[src/rtl/chunked_seq_adder_if.sv]
// rtl/chunked_seq_adder_if.sv - operand/result handshake bundle for chunked_seq_adder
interface chunked_seq_adder_if #(
  parameter int WIDTH = 32
);
  logic             in_valid;
  logic             in_ready;
  logic [WIDTH-1:0] a;
  logic [WIDTH-1:0] b;
  logic             cin;
  logic             sub;
  logic             out_valid;
  logic             out_ready;
  logic [WIDTH-1:0] sum;
  logic             cout;
  logic             overflow;

  modport master (
    output in_valid, a, b, cin, sub, out_ready,
    input  in_ready, out_valid, sum, cout, overflow
  );

  modport slave (
    input  in_valid, a, b, cin, sub, out_ready,
    output in_ready, out_valid, sum, cout, overflow
  );
endinterface

[src/rtl/chunked_seq_adder.sv]
// rtl/chunked_seq_adder.sv - multi-cycle add/subtract, CHUNK bits per clock
// Optional early termination on zero upper chunks: ADDER_EARLY_TERM_EN
module chunked_seq_adder #(
  parameter int WIDTH = 32,
  parameter int CHUNK = 8
) (
  input  logic                clk,
  input  logic                rst_n,
  chunked_seq_adder_if.slave  bus
);
  localparam int NCH = WIDTH / CHUNK;
  localparam int IW  = (NCH > 1) ? $clog2(NCH) : 1;

  typedef enum logic [1:0] {IDLE, BUSY, DONE} state_t;

  state_t           state;
  state_t           state_nx;
  logic [WIDTH-1:0] a_r;
  logic [WIDTH-1:0] b_r;
  logic [WIDTH-1:0] sum_r;
  logic [WIDTH-1:0] sum_ins;
  logic             carry_r;
  logic             cout_r;
  logic             ovf_r;
  logic [IW-1:0]    idx;
  logic [CHUNK-1:0] chunk_s;
  logic             chunk_c;
  logic             msb_c;
  logic             last;
  logic             early;
  logic             accept;
  int               shamt;

  assign bus.in_ready  = rst_n && (state == IDLE);
  assign bus.out_valid = (state == DONE);
  assign bus.sum       = sum_r;
  assign bus.cout      = cout_r;
  assign bus.overflow  = ovf_r;
  assign accept        = bus.in_valid && bus.in_ready;

  // Operands shift right each BUSY cycle, so the live chunk is always at the bottom.
  always_comb begin
    {chunk_c, chunk_s} = {1'b0, a_r[CHUNK-1:0]} + {1'b0, b_r[CHUNK-1:0]}
                       + (CHUNK+1)'(carry_r);
    msb_c   = chunk_s[CHUNK-1] ^ a_r[CHUNK-1] ^ b_r[CHUNK-1];
    last    = (idx == IW'(NCH-1));
    shamt   = int'(idx) * CHUNK;
    sum_ins = (sum_r & ~(WIDTH'({CHUNK{1'b1}}) << shamt))
            | (WIDTH'(chunk_s) << shamt);
`ifdef ADDER_EARLY_TERM_EN
    early   = !last && !chunk_c && (((a_r | b_r) >> CHUNK) == '0);
`else
    early   = 1'b0;
`endif
  end

  always_comb begin
    state_nx = state;
    case (state)
      IDLE:    if (accept) state_nx = BUSY;
      BUSY:    if (last || early) state_nx = DONE;
      DONE:    if (bus.out_ready) state_nx = IDLE;
      default: state_nx = IDLE;
    endcase
  end

  always_ff @(posedge clk) begin
    if (!rst_n) state <= IDLE;
    else        state <= state_nx;
  end

  always_ff @(posedge clk) begin
    if (!rst_n) begin
      a_r     <= '0;
      b_r     <= '0;
      sum_r   <= '0;
      carry_r <= 1'b0;
      cout_r  <= 1'b0;
      ovf_r   <= 1'b0;
      idx     <= '0;
    end else begin
      case (state)
        IDLE: begin
          if (accept) begin
            a_r     <= bus.a;
            b_r     <= bus.sub ? ~bus.b : bus.b;
            carry_r <= bus.sub | bus.cin;
            sum_r   <= '0;
            idx     <= '0;
          end
        end
        BUSY: begin
          a_r     <= a_r >> CHUNK;
          b_r     <= b_r >> CHUNK;
          carry_r <= chunk_c;
          sum_r   <= sum_ins;
          idx     <= idx + 1'b1;
          if (early) begin
            cout_r <= 1'b0;
            ovf_r  <= 1'b0;
          end else if (last) begin
            cout_r <= chunk_c;
            ovf_r  <= msb_c ^ chunk_c;
          end
        end
        default: ;
      endcase
    end
  end
endmodule

[src/flat_wrapper.sv]
// flat-port wrapper written by rule: the top's interface ports become plain ports
module chunked_seq_adder_flat 
#(
  parameter int WIDTH = 32,
  parameter int CHUNK = 8
)
  (clk, rst_n, bus_in_valid, bus_a, bus_b, bus_cin, bus_sub, bus_out_ready, bus_in_ready, bus_out_valid, bus_sum, bus_cout, bus_overflow);
  chunked_seq_adder_if #(.WIDTH(WIDTH)) bus_i ();
  input  logic clk;
  input  logic rst_n;
  input wire logic [$bits(bus_i.in_valid)-1:0] bus_in_valid;
  input wire logic [$bits(bus_i.a)-1:0] bus_a;
  input wire logic [$bits(bus_i.b)-1:0] bus_b;
  input wire logic [$bits(bus_i.cin)-1:0] bus_cin;
  input wire logic [$bits(bus_i.sub)-1:0] bus_sub;
  input wire logic [$bits(bus_i.out_ready)-1:0] bus_out_ready;
  output wire logic [$bits(bus_i.in_ready)-1:0] bus_in_ready;
  output wire logic [$bits(bus_i.out_valid)-1:0] bus_out_valid;
  output wire logic [$bits(bus_i.sum)-1:0] bus_sum;
  output wire logic [$bits(bus_i.cout)-1:0] bus_cout;
  output wire logic [$bits(bus_i.overflow)-1:0] bus_overflow;
  assign bus_i.in_valid = bus_in_valid;
  assign bus_i.a = bus_a;
  assign bus_i.b = bus_b;
  assign bus_i.cin = bus_cin;
  assign bus_i.sub = bus_sub;
  assign bus_i.out_ready = bus_out_ready;
  assign bus_in_ready = bus_i.in_ready;
  assign bus_out_valid = bus_i.out_valid;
  assign bus_sum = bus_i.sum;
  assign bus_cout = bus_i.cout;
  assign bus_overflow = bus_i.overflow;
  chunked_seq_adder #(.WIDTH(WIDTH), .CHUNK(CHUNK)) u_core (.clk(clk), .rst_n(rst_n), .bus(bus_i));
endmodule
[config.mk]
export PLATFORM = sky130hd
export DESIGN_NAME = chunked_seq_adder_flat
export DESIGN_NICKNAME = d
export VERILOG_FILES = /design/src/rtl/chunked_seq_adder_if.sv /design/src/rtl/chunked_seq_adder.sv /design/src/flat_wrapper.sv
export SDC_FILE = /design/constraint.sdc
export NUM_CORES = 1
export LEC_CHECK = 0
export CORE_ASPECT_RATIO = 0.7
export CORE_MARGIN = 2
export CORE_UTILIZATION = 51
export CTS_CLUSTER_SIZE = 28
export DETAILED_ROUTE_END_ITERATION = 8
export HOLD_SLACK_MARGIN = 0.05
export PLACE_DENSITY = 0.8
export SETUP_SLACK_MARGIN = 0.2
export SLEW_MARGIN = 30
export SYNTH_ARGS = -nofsm -noshare
export SYNTH_HDL_FRONTEND = slang
export SYNTH_SLANG_ARGS = --single-unit
[constraint.sdc]
create_clock -name clk -period 2.9 [get_ports clk]
set_input_delay 0.87 -clock clk [delete_from_list [all_inputs] [get_ports clk]]
set_output_delay 0.87 -clock clk [all_outputs]
set_load 0.01 [all_outputs]
# Word level (Yosys, flattened, before mapping)
# Cells that the tools add are included.
[totals]
register_bits = 103
latch_bits = 0
ramBits = 0
rom_bits = 0
elab_cells = 49
memories = 0
[op_classes]
add_sub_neg = 3
multipliers = 0
div_mod_pow = 0
magnitude_cmp = 0
n_eq_ne = 6
shift = 2
muxes = 15
bitwise = 8
n_reduce_logical = 7
[op_table]
columns = ["operator", "count"]
rows = [
  ["$pmux W32 S2", 3],
  ["$mux W32", 4],
  ["$not A32 Y32", 2],
  ["$and A32 B32 Y32", 1],
  ["$or A32 B32 Y32", 1],
  ["$shl A8 B5 Y32", 1],
  ["$shl A8 B5 Y32 const A", 1],
  ["$add A8 B8 Y9", 1],
  ["$add A9 B1 Y9", 1],
  ["$mux W2", 4],
  ["$pmux W2 S3", 1],
  ["$eq A2 B2 Y1 const B", 2],
  ["$ne A2 B1 Y1 const B", 2],
  ["$pmux W2 S2", 1],
  ["$reduce_and A2 Y1", 2],
  ["$reduce_and A3 Y1", 1],
  ["$xor A1 B1 Y1", 3],
  ["$add A2 B1 Y2 const B", 1],
  ["$eq A2 B1 Y1 const B", 1],
  ["$logic_and A1 B1 Y1", 2],
  ["$logic_not A2 Y1", 1],
  ["$ne A2 B2 Y1 const B", 1],
  ["$pmux W1 S2", 1],
  ["$reduce_bool A2 Y1", 1],
  ["2 further kinds", 2],
]

# Logic depth before layout (Yosys ltp)
[depth]
word_depth = 5
mapped_depth = 7
depth_no_buf = 7

# Worst setup path after synthesis
# OpenSTA, ideal clock, no wires.
[synth_path]
path_kind = "reg-to-reg"
startpoint = "reg u_core.carry_r"
endpoint = "reg u_core.ovf_r (netlist: u_core.bus.overflow)"
setup_time_ps = 122
arrival_time_ps = 2448
slack_ps = 330
path_stages_with_launch = 8
n_path_buf = 0
synth_period_minus_slack_ps = 2570
path_cell_list = "dfxtp_1 -> fa_1 -> fa_1 -> a211oi_1 -> o21ai_0 -> o211ai_1 -> xnor3_1 -> o31a_2"
[synth_between]
elab_chain_cells = 4
[synth_lines]
columns = ["item", "line_no", "text"]
rows = [
  ["from (decl)", "chunked_seq_adder.sv:22", "logic carry_r;"],
  ["from (signal assigned)", "chunked_seq_adder.sv:87", "carry_r <= bus.sub | bus.cin;"],
  ["from (signal assigned)", "chunked_seq_adder.sv:95", "carry_r <= chunk_c;"],
  ["$add A9 B1 Y9 *", "chunked_seq_adder.sv:44", "+ (CHUNK+1)'(carry_r);"],
  ["$xor A1 B1 Y1 (2 in a row)", "chunked_seq_adder.sv:45", "msb_c = chunk_s[CHUNK-1] ^ a_r[CHUNK-1] ^ b_r[CHUNK-1];"],
  ["$xor A1 B1 Y1 *", "chunked_seq_adder.sv:103", "ovf_r <= msb_c ^ chunk_c;"],
  ["to (signal assigned)", "chunked_seq_adder.sv:103", ""],
  ["to (decl)", "chunked_seq_adder.sv:24", "logic ovf_r;"],
]
# Every way passes the cells marked *; elsewhere a longest branch is shown, timed or not.
# A chain may end at the register's enable or synchronous reset.

# Final worst setup path
# Ends and elaborated chain as after synthesis.

==> metrics.md <==
| Metric | Value |
|---|---|
| Worst ir drop on vdd | `370 uV` |
| CP required | `3130 ps` |
| Reg2Reg Setup Slack | `300 ps` |
| Fraction of synthesized cell area taken by the top area cell type | `42.1%` |
| Number of antenna violations at the first check in global routing | `0` |
| Synthesized netlist net count | `645` |
| H-tree Lvls | `3` |
| Count of inserted antenna diode cells | `0` |
| Reg-to-reg startpoint | `u_core.carry_r$_SDFFE_PN0P_` |
| Die width | `121 um` |
| Cell Rows | `29` |
| CP endpoint | `u_core.bus.overflow$_SDFFE_PN0P_` |
| Die Height | `86.0 um` |
| Vias in the first global route | `4201` |
| Proportion of layout cells with a drive suffix above 1 | `6.43%` |
| Final Routed Wirelength | `12500 um` |
| Number of library cell types mapped by synthesis | `39` |
| EDFF count, synth | `0` |
| Crit Path Max Fanout | `3` |
| Unrepaired setup endpoints after global routing | `false` |
| GRT overflow | `0` |
| Actual transition at the worst max-transition pin | `921 ps` |
| Reg-to-Reg End | `u_core.bus.overflow$_SDFFE_PN0P_` |
| Warning count from the yosys run | `0` |
| Register area | `2060 um^2` |
| Mapped cell area | `4900 um^2` |
| Crit path arrival time | `2830 ps` |
| Via count | `4312` |
| DR DRC count | `0` |
| Portion of total power attributed to combinational logic | `17.1%` |
| Multi-input combinational cell area | `2650 um^2` |
| Worst-skew pair later-pin latency | `340 ps` |
| Detail Placement HPWL | `8630 um` |
| Kind of launch point of the worst setup path | `flip-flop` |
| Highest attainable clock frequency | `385 MHz` |
| Number of top-level pins | `106` |
| Core Box Area | `9220 um^2` |
| Final hold violation count | `0` |
| Proportion of power drawn by flip-flops and latches | `45.9%` |
| Switching Share | `25.2%` |
| Final cell utilization of the core | `68.8%` |
| Clock power frac | `36.9%` |
| Kind of end point of the critical path | `flip-flop` |
| Routability cong. | `0.983` |
| Max-slew headroom | `38.1%` |
| Floorplan die area | `10400 um^2` |
| Most frequently used flop master after synthesis | `dfxtp_1` |
| Effective utilization at floorplan | `53.2%` |
| Final Max Tran Viols | `0` |
| Buffer type at the clock tree root | `clkbuf_16` |
| Avg Inst Size Synth | `8.72 um^2` |
| Number of iterations in the first detailed-routing pass | `5` |
| Area growth from synthesis to final layout | `29.4%` |
| Maxcap violations | `0` |
| Power density over the cells | `528 nW/um^2` |
| Worst Reg-to-Reg Cells | `7` |
| Worst setup startpoint | `u_core.carry_r$_SDFFE_PN0P_` |
| Final TNS setup | `0 ps` |
| DR vias/cell | `5.55` |
| Sequential share of the synthesized area | `42.1%` |
| Global-route wire length before repair | `20500 um` |
| Run status | `complete, no violations` |
| TritonCTS clock tree | `done` |
| Maximum number of pins on one net before global-route repair | `93` |
| Ratio of final minimum period to clock period | `89.5%` |
| Time the worst path needs with I/O delays and setup | `2600 ps` |
| Sink count of the clock tree | `103` |
| Cell Count Post-Placement | `760` |
| Number of register bits inferred by synthesis | `103` |
| Min Hold Slack | `457 ps` |
| Biggest area consumer among synthesized cells | `dfxtp_1` |
| Buffers on Ports | `105` |
| Async S/R FF share, synth | `0%` |
| Final Net Count | `731` |
| Final routed wire length divided by cell count | `16.1 um` |
| Reg clk slew, reported paths | `60 ps` |
| Hold path startpoint | `u_core.a_r[27]$_SDFFE_PN0P_` |
| Number of clock buffers inserted by TritonCTS | `9` |
| Cell leakage power | `0.00245 uW` |
| Layout filler cell count | `748` |
| Final setup viols | `0` |
| Hold Path Class | `flip-flop to flip-flop` |
| Synth area leaders | `dfxtp_1 (42%), nand2_1 (9.3%), xnor2_1 (6.1%)` |
| Synth Instances | `562` |
| Clk buf depth | `2` |
| Count of non-filler cells in the finished layout | `777` |
| Detail Route Antenna Nets | `0` |
| Clk_skew | `4.78 ps` |
| Switching power | `843 uW` |
| Setup CP Type | `flip-flop to flip-flop` |
| Total Routing Usage GR | `24.8%` |
| DRT iter0 DRCs | `372` |
| Int Pwr | `2510 uW` |
-- power by group through the flow --
| stage | logic (uW) | clock network (uW) | registers (uW) |
|---|---|---|---|
| after global placement | 550 | 0 | 1560 |
| after floorplan | 351 | 0 | 1560 |
| after CTS | 569 | 1260 | 1540 |
| after global routing | 628 | 1320 | 1540 |
| after detailed placement | 561 | 0 | 1570 |
| final | 574 | 1240 | 1540 |
-- state kept, by name, summed over array words and instances (netlist names) --
name,count
u_core.b_r,32
u_core.a_r,32
u_core.bus.cout,1
u_core.bus.sum,32
u_core.bus.overflow,1
u_core.idx,2
u_core.state,2
u_core.carry_r,1
-- cell usage in the layout (no fill, tap or decap), drive strengths merged, types with 10 or more instances in the layout --
master and count:
o21ai 10, buf 13, clkbuf 13, a22oi 28, dfxtp 103, nand3 29
a211oi 10, xnor2 34, a21oi 16, nand2 122, o211a 25, o211ai 27
ha 11, a21boi 25, clkdlybuf4s50 103, nor2 17, nor2b 31
-- layout make-up --
cell class,count,share of cell area (%)
tap,124,2.45
clock buffer,13,4.26
sequential,103,32.5
multi-input combinational,414,41.8
timing repair buffer,116,18.1
clock inverter,3,0.631
inverter,4,0.237
-- routing by layer --
layer / track usage (%) / wire, um
met2: 39.5 / 5720
met1: 33.5 / 5920
met3: 5.78 / 704
met4: 7.94 / 207
met5: 0 / 0
-- worst max-delay path: stages (launching register included) --
cell	delay [ps]
dfxtp_1	340
fa_2	440
fa_2	440
a211oi_2	290
o21ai_0	140
o211ai_1	180
xnor3_1	380
o31a_2	280
-- synthesized netlist by cell type, drive strengths merged, types with 2 or more instances --
cell type  instances
o211a             25
o21a               4
dfxtp            103
buf               19
a22oi             28
a21oi             16
fa                 2
nor2b             31
o211ai            27
nand2            122
nor2              17
clkbuf            22
xor2               4
a21o               2
ha                11
nand3             29
nor3b              2
a21boi            25
o21ai             10
inv                4
nor3               4
and2               2
a211oi            10
xnor2             34
-- worst min path at each step --
stage / to / slack, ps / cells after the start
floorplan: u_core.a_r[24]$_SDFFE_PN0P_ / 440 / 2
global placement: u_core.a_r[31]$_SDFFE_PN0P_ / 450 / 2
finish: u_core.a_r[27]$_SDFFE_PN0P_ / 460 / 2
global route: u_core.a_r[31]$_SDFFE_PN0P_ / 480 / 2
CTS: u_core.a_r[31]$_SDFFE_PN0P_ / 460 / 2
detailed placement: u_core.a_r[31]$_SDFFE_PN0P_ / 450 / 2
-- logic make-up (layout without fill, tap and decap cells) --
family / after synthesis / in the layout / synth area share [%]
mux: 1 / 1 / 0.204
compound gates: 151 / 151 / 23.6
simple gates: 210 / 210 / 18.9
buf+inv: 45 / 136 / 4.26
xor+xnor: 39 / 39 / 7.25
fa+ha+maj: 13 / 13 / 3.63
flops: 103 / 103 / 42.1
-- per-stage QoR --
step / area, um^2 / power, uW / worst slack, ps
after floorplan: 4900 / 1910 / 330
after global placement: 6010 / 2110 / 268
after detailed placement: 6010 / 2130 / 154
after CTS: 6330 / 3360 / 229
after global routing: 6340 / 3490 / 243
final: 6340 / 3350 / 305
-- repair_timing --
action,4_1_cts,5_1_grt
gates cloned,0,0
setup endpoints to repair,1,2
pin swaps,0,1
resized for setup,2,2
hold buffers,0,0
setup buffers,0,1
No activity file was read; power rests on OpenSTA's default activity.
